$ cat src/rtl/csa_mult_sequencer.sv
// Iterative N x N unsigned multiplier: two partial products per cycle are folded
// into sum/carry registers through a 4:2 compressor, then resolved by one CPA.

module adder4_2comp (
  input  logic [31:0] A1,
  input  logic [31:0] A2,
  input  logic [31:0] A3,
  input  logic [31:0] A4,
  output logic [31:0] S1,
  output logic [31:0] S2
);
  logic [31:0] w_t;
  logic [31:0] w_c1;

  // Two chained 3:2 stages; carries out of bit 31 are dropped (mod 2^32).
  assign w_t  = A1 ^ A2 ^ A3;
  assign w_c1 = ((A1 & A2) | (A1 & A3) | (A2 & A3)) << 1;
  assign S1   = w_t ^ w_c1 ^ A4;
  assign S2   = ((w_t & w_c1) | (w_t & A4) | (w_c1 & A4)) << 1;
endmodule

module csa_mult_sequencer #(
  parameter int unsigned N          = 16,
  parameter int unsigned EARLY_EXIT = 1
) (
  input  logic           clk,
  input  logic           rst,
  input  logic           in_valid,
  output logic           in_ready,
  input  logic [N-1:0]   A,
  input  logic [N-1:0]   B,
  output logic           out_valid,
  input  logic           out_ready,
  output logic [2*N-1:0] P,
  output logic           busy
);
  localparam int unsigned CW = $clog2(N);

  typedef enum logic [1:0] {IDLE, COMPRESS, RESOLVE, DONE} state_t;

  state_t          r_state;
  state_t          w_next;
  logic [N-1:0]    r_a;
  logic [N-1:0]    r_b;
  logic [31:0]     r_sum;
  logic [31:0]     r_carry;
  logic [CW-1:0]   r_cnt;
  logic [2*N-1:0]  r_p;

  logic [31:0]     w_sh;
  logic [1:0]      w_bpair;
  logic [N-1:0]    w_rem;
  logic [31:0]     w_aext;
  logic [31:0]     w_pp0;
  logic [31:0]     w_pp1;
  logic [31:0]     w_s1;
  logic [31:0]     w_s2;
  logic [31:0]     w_total;
  logic            w_last;
  logic            w_stop;

  assign w_sh    = 32'(r_cnt) << 1;
  assign w_bpair = 2'(r_b >> w_sh);
  // Shifting past N yields zero, so the empty slice on the last pair reads as zero.
  assign w_rem   = r_b >> (w_sh + 32'd2);
  assign w_aext  = 32'(r_a);
  assign w_pp0   = w_bpair[0] ? (w_aext << w_sh) : '0;
  assign w_pp1   = w_bpair[1] ? (w_aext << (w_sh + 32'd1)) : '0;
  assign w_last  = (r_cnt == CW'(N/2 - 1));
  assign w_stop  = w_last || ((EARLY_EXIT != 0) && (w_rem == '0));
  assign w_total = r_sum + r_carry;

  adder4_2comp u_comp (
    .A1 (r_sum),
    .A2 (r_carry),
    .A3 (w_pp0),
    .A4 (w_pp1),
    .S1 (w_s1),
    .S2 (w_s2)
  );

  always_ff @(posedge clk or posedge rst) begin
    if (rst) r_state <= IDLE;
    else     r_state <= w_next;
  end

  always_comb begin
    w_next = r_state;
    case (r_state)
      IDLE:     if (in_valid) w_next = COMPRESS;
      COMPRESS: if (w_stop)   w_next = RESOLVE;
      RESOLVE:                w_next = DONE;
      DONE:     if (out_ready) w_next = IDLE;
      default:                w_next = IDLE;
    endcase
  end

  always_comb begin
    in_ready  = (r_state == IDLE) && !rst;
    out_valid = (r_state == DONE);
    busy      = (r_state == COMPRESS) || (r_state == RESOLVE);
  end

  always_ff @(posedge clk or posedge rst) begin
    if (rst) begin
      r_a     <= '0;
      r_b     <= '0;
      r_sum   <= '0;
      r_carry <= '0;
      r_cnt   <= '0;
      r_p     <= '0;
    end else begin
      case (r_state)
        IDLE: if (in_valid) begin
          r_a     <= A;
          r_b     <= B;
          r_sum   <= '0;
          r_carry <= '0;
          r_cnt   <= '0;
        end
        COMPRESS: begin
          r_sum   <= w_s1;
          r_carry <= w_s2;
          r_cnt   <= r_cnt + CW'(1);
        end
        RESOLVE: r_p <= w_total[2*N-1:0];
        default: ;
      endcase
    end
  end

  assign P = r_p;
endmodule

$ cat config.mk
export PLATFORM = sky130hd
export DESIGN_NAME = csa_mult_sequencer
export DESIGN_NICKNAME = d
export VERILOG_FILES = /design/src/rtl/csa_mult_sequencer.sv
export SDC_FILE = /design/constraint.sdc
export NUM_CORES = 1
export LEC_CHECK = 0
export ABC_AREA = 1
export BUFFER_PORTS_ARGS = -buffer_cell sky130_fd_sc_hd__buf_2
export CORE_MARGIN = 8
export CORE_UTILIZATION = 47
export CTS_BUF_LIST = sky130_fd_sc_hd__clkbuf_4
export CTS_CLUSTER_DIAMETER = 50
export DETAILED_ROUTE_END_ITERATION = 16
export PLACE_DENSITY_LB_ADDON = 0.05
export SLEW_MARGIN = 20
export SYNTH_ARGS = -nofsm -noshare
export SYNTH_HDL_FRONTEND = slang
export SYNTH_SLANG_ARGS = --single-unit
$ cat constraint.sdc
create_clock -name clk -period 5.71 [get_ports clk]
set_clock_uncertainty 0.1 [all_clocks]
set_input_delay 0.571 -clock clk [delete_from_list [all_inputs] [get_ports clk]]
set_output_delay 0.571 -clock clk [all_outputs]
set_load 0.02 [all_outputs]
==> flow_summary.ini <==
[layout]
fillCellCount = 2113
drive_gt1_share_pct = 13.73
fin_area_um2 = 10580
syn_to_final_growth_pct = 7.363
stdcell_count = 1588
nNetsFinal = 1431
most-common-layout-cells = nand2_1, inv_1, dfrtp_1, nand3_1, buf_2
final_common_cell = nand2_1
finish.utilization_pct = 50.82

[worst_setup_path]
worstPathArrival_ns = 4.16
crit_top_cell = nand2_1
crit_required_ns = 6.01
critPathBufInv = 2
cp_top_family = adder cells
end_kind = register
critical_path_class = register to register
startpoint_type = register
crit_path_cell_trace = inv_1, o21ai_0, o22ai_1, nand2_1, nand2_1, inv_2, nor2_8, nand2_1, fa_1, fa_1, o22ai_1
path_max_fanout = 27
cp_slowest_stage_delay_ns = 0.67
crit_slowest_cell = dfrtp_1

[placed_design]
io_buffers = 70
hpwlAfterDp_mm = 19.95
place_area_um2 = 10320
gp_congestion = 0.9004
dp.cells = 1555

[detailed_routing]
first_pass_iters = 5
drt.antenna.violating_nets = 0
vias_per_cell = 5.143
detail_route.iter0.violations = 464
vias = 8167
drc = 0
wl_per_cell_um = 16.36
routed_wl_mm = 25.98

[sta]
clock.fmax_mhz = 258.9
rsz0062_at_grt = false
setup_viol = 0
min_period_over_period_pct = 67.64
slew_headroom_pct = 24.98
fin_crit_ns = 3.862
finalMaxSlewViolations = 0
final_hold_viol_count = 0
setup_tns_ns = 0
tightest_slew_ns = 1.125

[synthesis]
netlist_area_um2 = 9856
ys_seq_area_share_pct = 33.52
ys_warn_count = 0
syn_avg_cell_area_um2 = 7.897
ys_seq_elements = 132
synth_cells = 1248
synth.distinct_cells = 40
synth_fp_nets = 1380

[clock_tree]
hold_buffers = 0
insertion_delay_ns = 0.55
clockBufferDepth = 2
cts_root_buf = clkbuf_4
cts.htree.levels = 4
clkSlewWorstSetupHoldPaths_ns = 0.14
cts_num_sinks = 132
tritoncts = yes
cts_buffers = 17
post_cts_buffers = 0
cts_resized = 0

[die]
initial_core_util_pct = 47.33
std_cell_rows = 53
fp.dieW_um = 160.8
core_um2 = 20820
io_pins = 71
die_h_um = 160.8
die-area_um2 = 25860

[worst_hold_path]
hold_path.class = primary input to async pin

[power]
total_power_uw = 5803
leakagePower_uw = 0.005122
p_per_area_nw_per_um2 = 548.4
vdd_drop_max_v = 0.0002871

[global_routing]
grt_pass1_wl_mm = 42.86
grt_start_max_net_pins = 78
antenna_found_initial = 1
grt_pass1_vias = 8187
grt_overflow = 0
grtUsageTotal_pct = 20.80

[flow_run]
drv_cap = 0

[status]
status = finished clean
==> stage by stage <==
| step | setup slack [ns] | hold slack [ns] |
|---|---|---|
| 3_3_place_gp | 1.925 | 0.3513 |
| 4_1_cts | 1.867 | 0.006425 |
| 2_1_floorplan | 1.513 | 0.3625 |
| 5_1_grt | 1.524 | 0.02822 |
| 6_report | 1.848 | 0.03041 |
| 3_5_place_dp | 1.870 | 0.3536 |
==> final cells by class <==
type                    instances  area (µm²)  area share [%]
well taps                     275       344.1           3.252
inverters                     191       724.4           6.846
diodes                          2       5.005         0.04730
clock inverters                14       130.1           1.230
multi-input cells             882        5559           52.54
flip-flops and latches        132        3303           31.22
repair buffers                 75       387.9           3.666
clock buffers                  17       127.6           1.206
==> kinds of logic (layout without fill, tap and decap cells) <==
family,after synthesis,in the layout,share of synthesized area (%)
and+or+nand+nor,593,593,24.59
buffers and inverters,234,297,10.14
AOI/OAI and AO/OA,157,157,11.18
DFF,132,132,33.52
adders and majority gates,96,96,16.76
muxes,26,26,2.971
xor gates and xnor gates,9,9,0.7998
other,1,3,0.03805
==> path summary, 6_finish.rpt <==
path                                from    endpoint  slack [ns]  cells past startpoint
worst max register to register  r_cnt[1]    r_sum[8]        1.85                     11
worst min-delay path                 rst  r_state[1]        0.03                      2
worst min register to register     P[14]       P[14]        0.38                      2
min in group clk                    A[3]      r_a[3]        0.14                      2
max in group asynchronous            rst        P[7]        4.24                      3
worst max-delay path            r_cnt[1]    r_sum[8]        1.85                     11
==> routing by layer <==
metal | global-route usage, % | wire [µm] | up-vias
li1 | - | - | 4063
met1 | 27.65 | 11900 | 3849
met2 | 33.20 | 12170 | 210
met3 | 4.223 | 1191 | 45
met4 | 7.323 | 716 | 0
met5 | 0 | 0 | -
==> where the power goes <==
part           internal (µW)  leakage [µW]  switching, µW
clock                    217      0.000127            391
sequential              1290       0.00173            294
combinational           1280       0.00327           2330
==> worst register-to-register path: stages (launching register included) <==
cell	delay (ns)
dfrtp_1	0.67
inv_1	0.65
o21ai_0	0.19
o22ai_1	0.18
nand2_1	0.07
nand2_1	0.13
inv_2	0.08
nor2_8	0.35
nand2_1	0.15
fa_1	0.50
fa_1	0.56
o22ai_1	0.09
==> cells in the mapped netlist (all sizes together) <==
| cell type | instances | area [µm²] |
|---|---|---|
| ha | 36 | 450.4 |
| and2 | 6 | 37.54 |
| o211ai | 2 | 15.01 |
| o21a | 1 | 7.510 |
| dfrtp | 132 | 3303 |
| clkinv | 1 | 3.750 |
| nor2 | 71 | 292.8 |
| o21ai | 52 | 279.0 |
| nand2 | 413 | 1550 |
| nand3 | 80 | 400.4 |
| a21oi | 31 | 155.2 |
| a21boi | 1 | 7.510 |
| nand3b | 3 | 22.52 |
| xnor2 | 8 | 70.07 |
| nand4 | 9 | 56.30 |
| nor3 | 4 | 20.02 |
| conb | 1 | 3.750 |
| xor2 | 1 | 8.760 |
| mux2 | 26 | 292.8 |
| or2 | 7 | 43.79 |
| fa | 60 | 1201 |
| o21bai | 2 | 15.01 |
| clkbuf | 11 | 41.29 |
| o22ai | 64 | 588.1 |
| o221ai | 4 | 35.03 |
| buf | 32 | 239.0 |
| inv | 190 | 715.7 |
==> flip-flops by register name, summed over array words and instances, names as in the netlist <==
signal / count
P: 32
r_carry: 30
r_state: 2
r_b: 16
r_sum: 32
r_a: 16
r_cnt: 4
(Power assumes the default switching activity.)
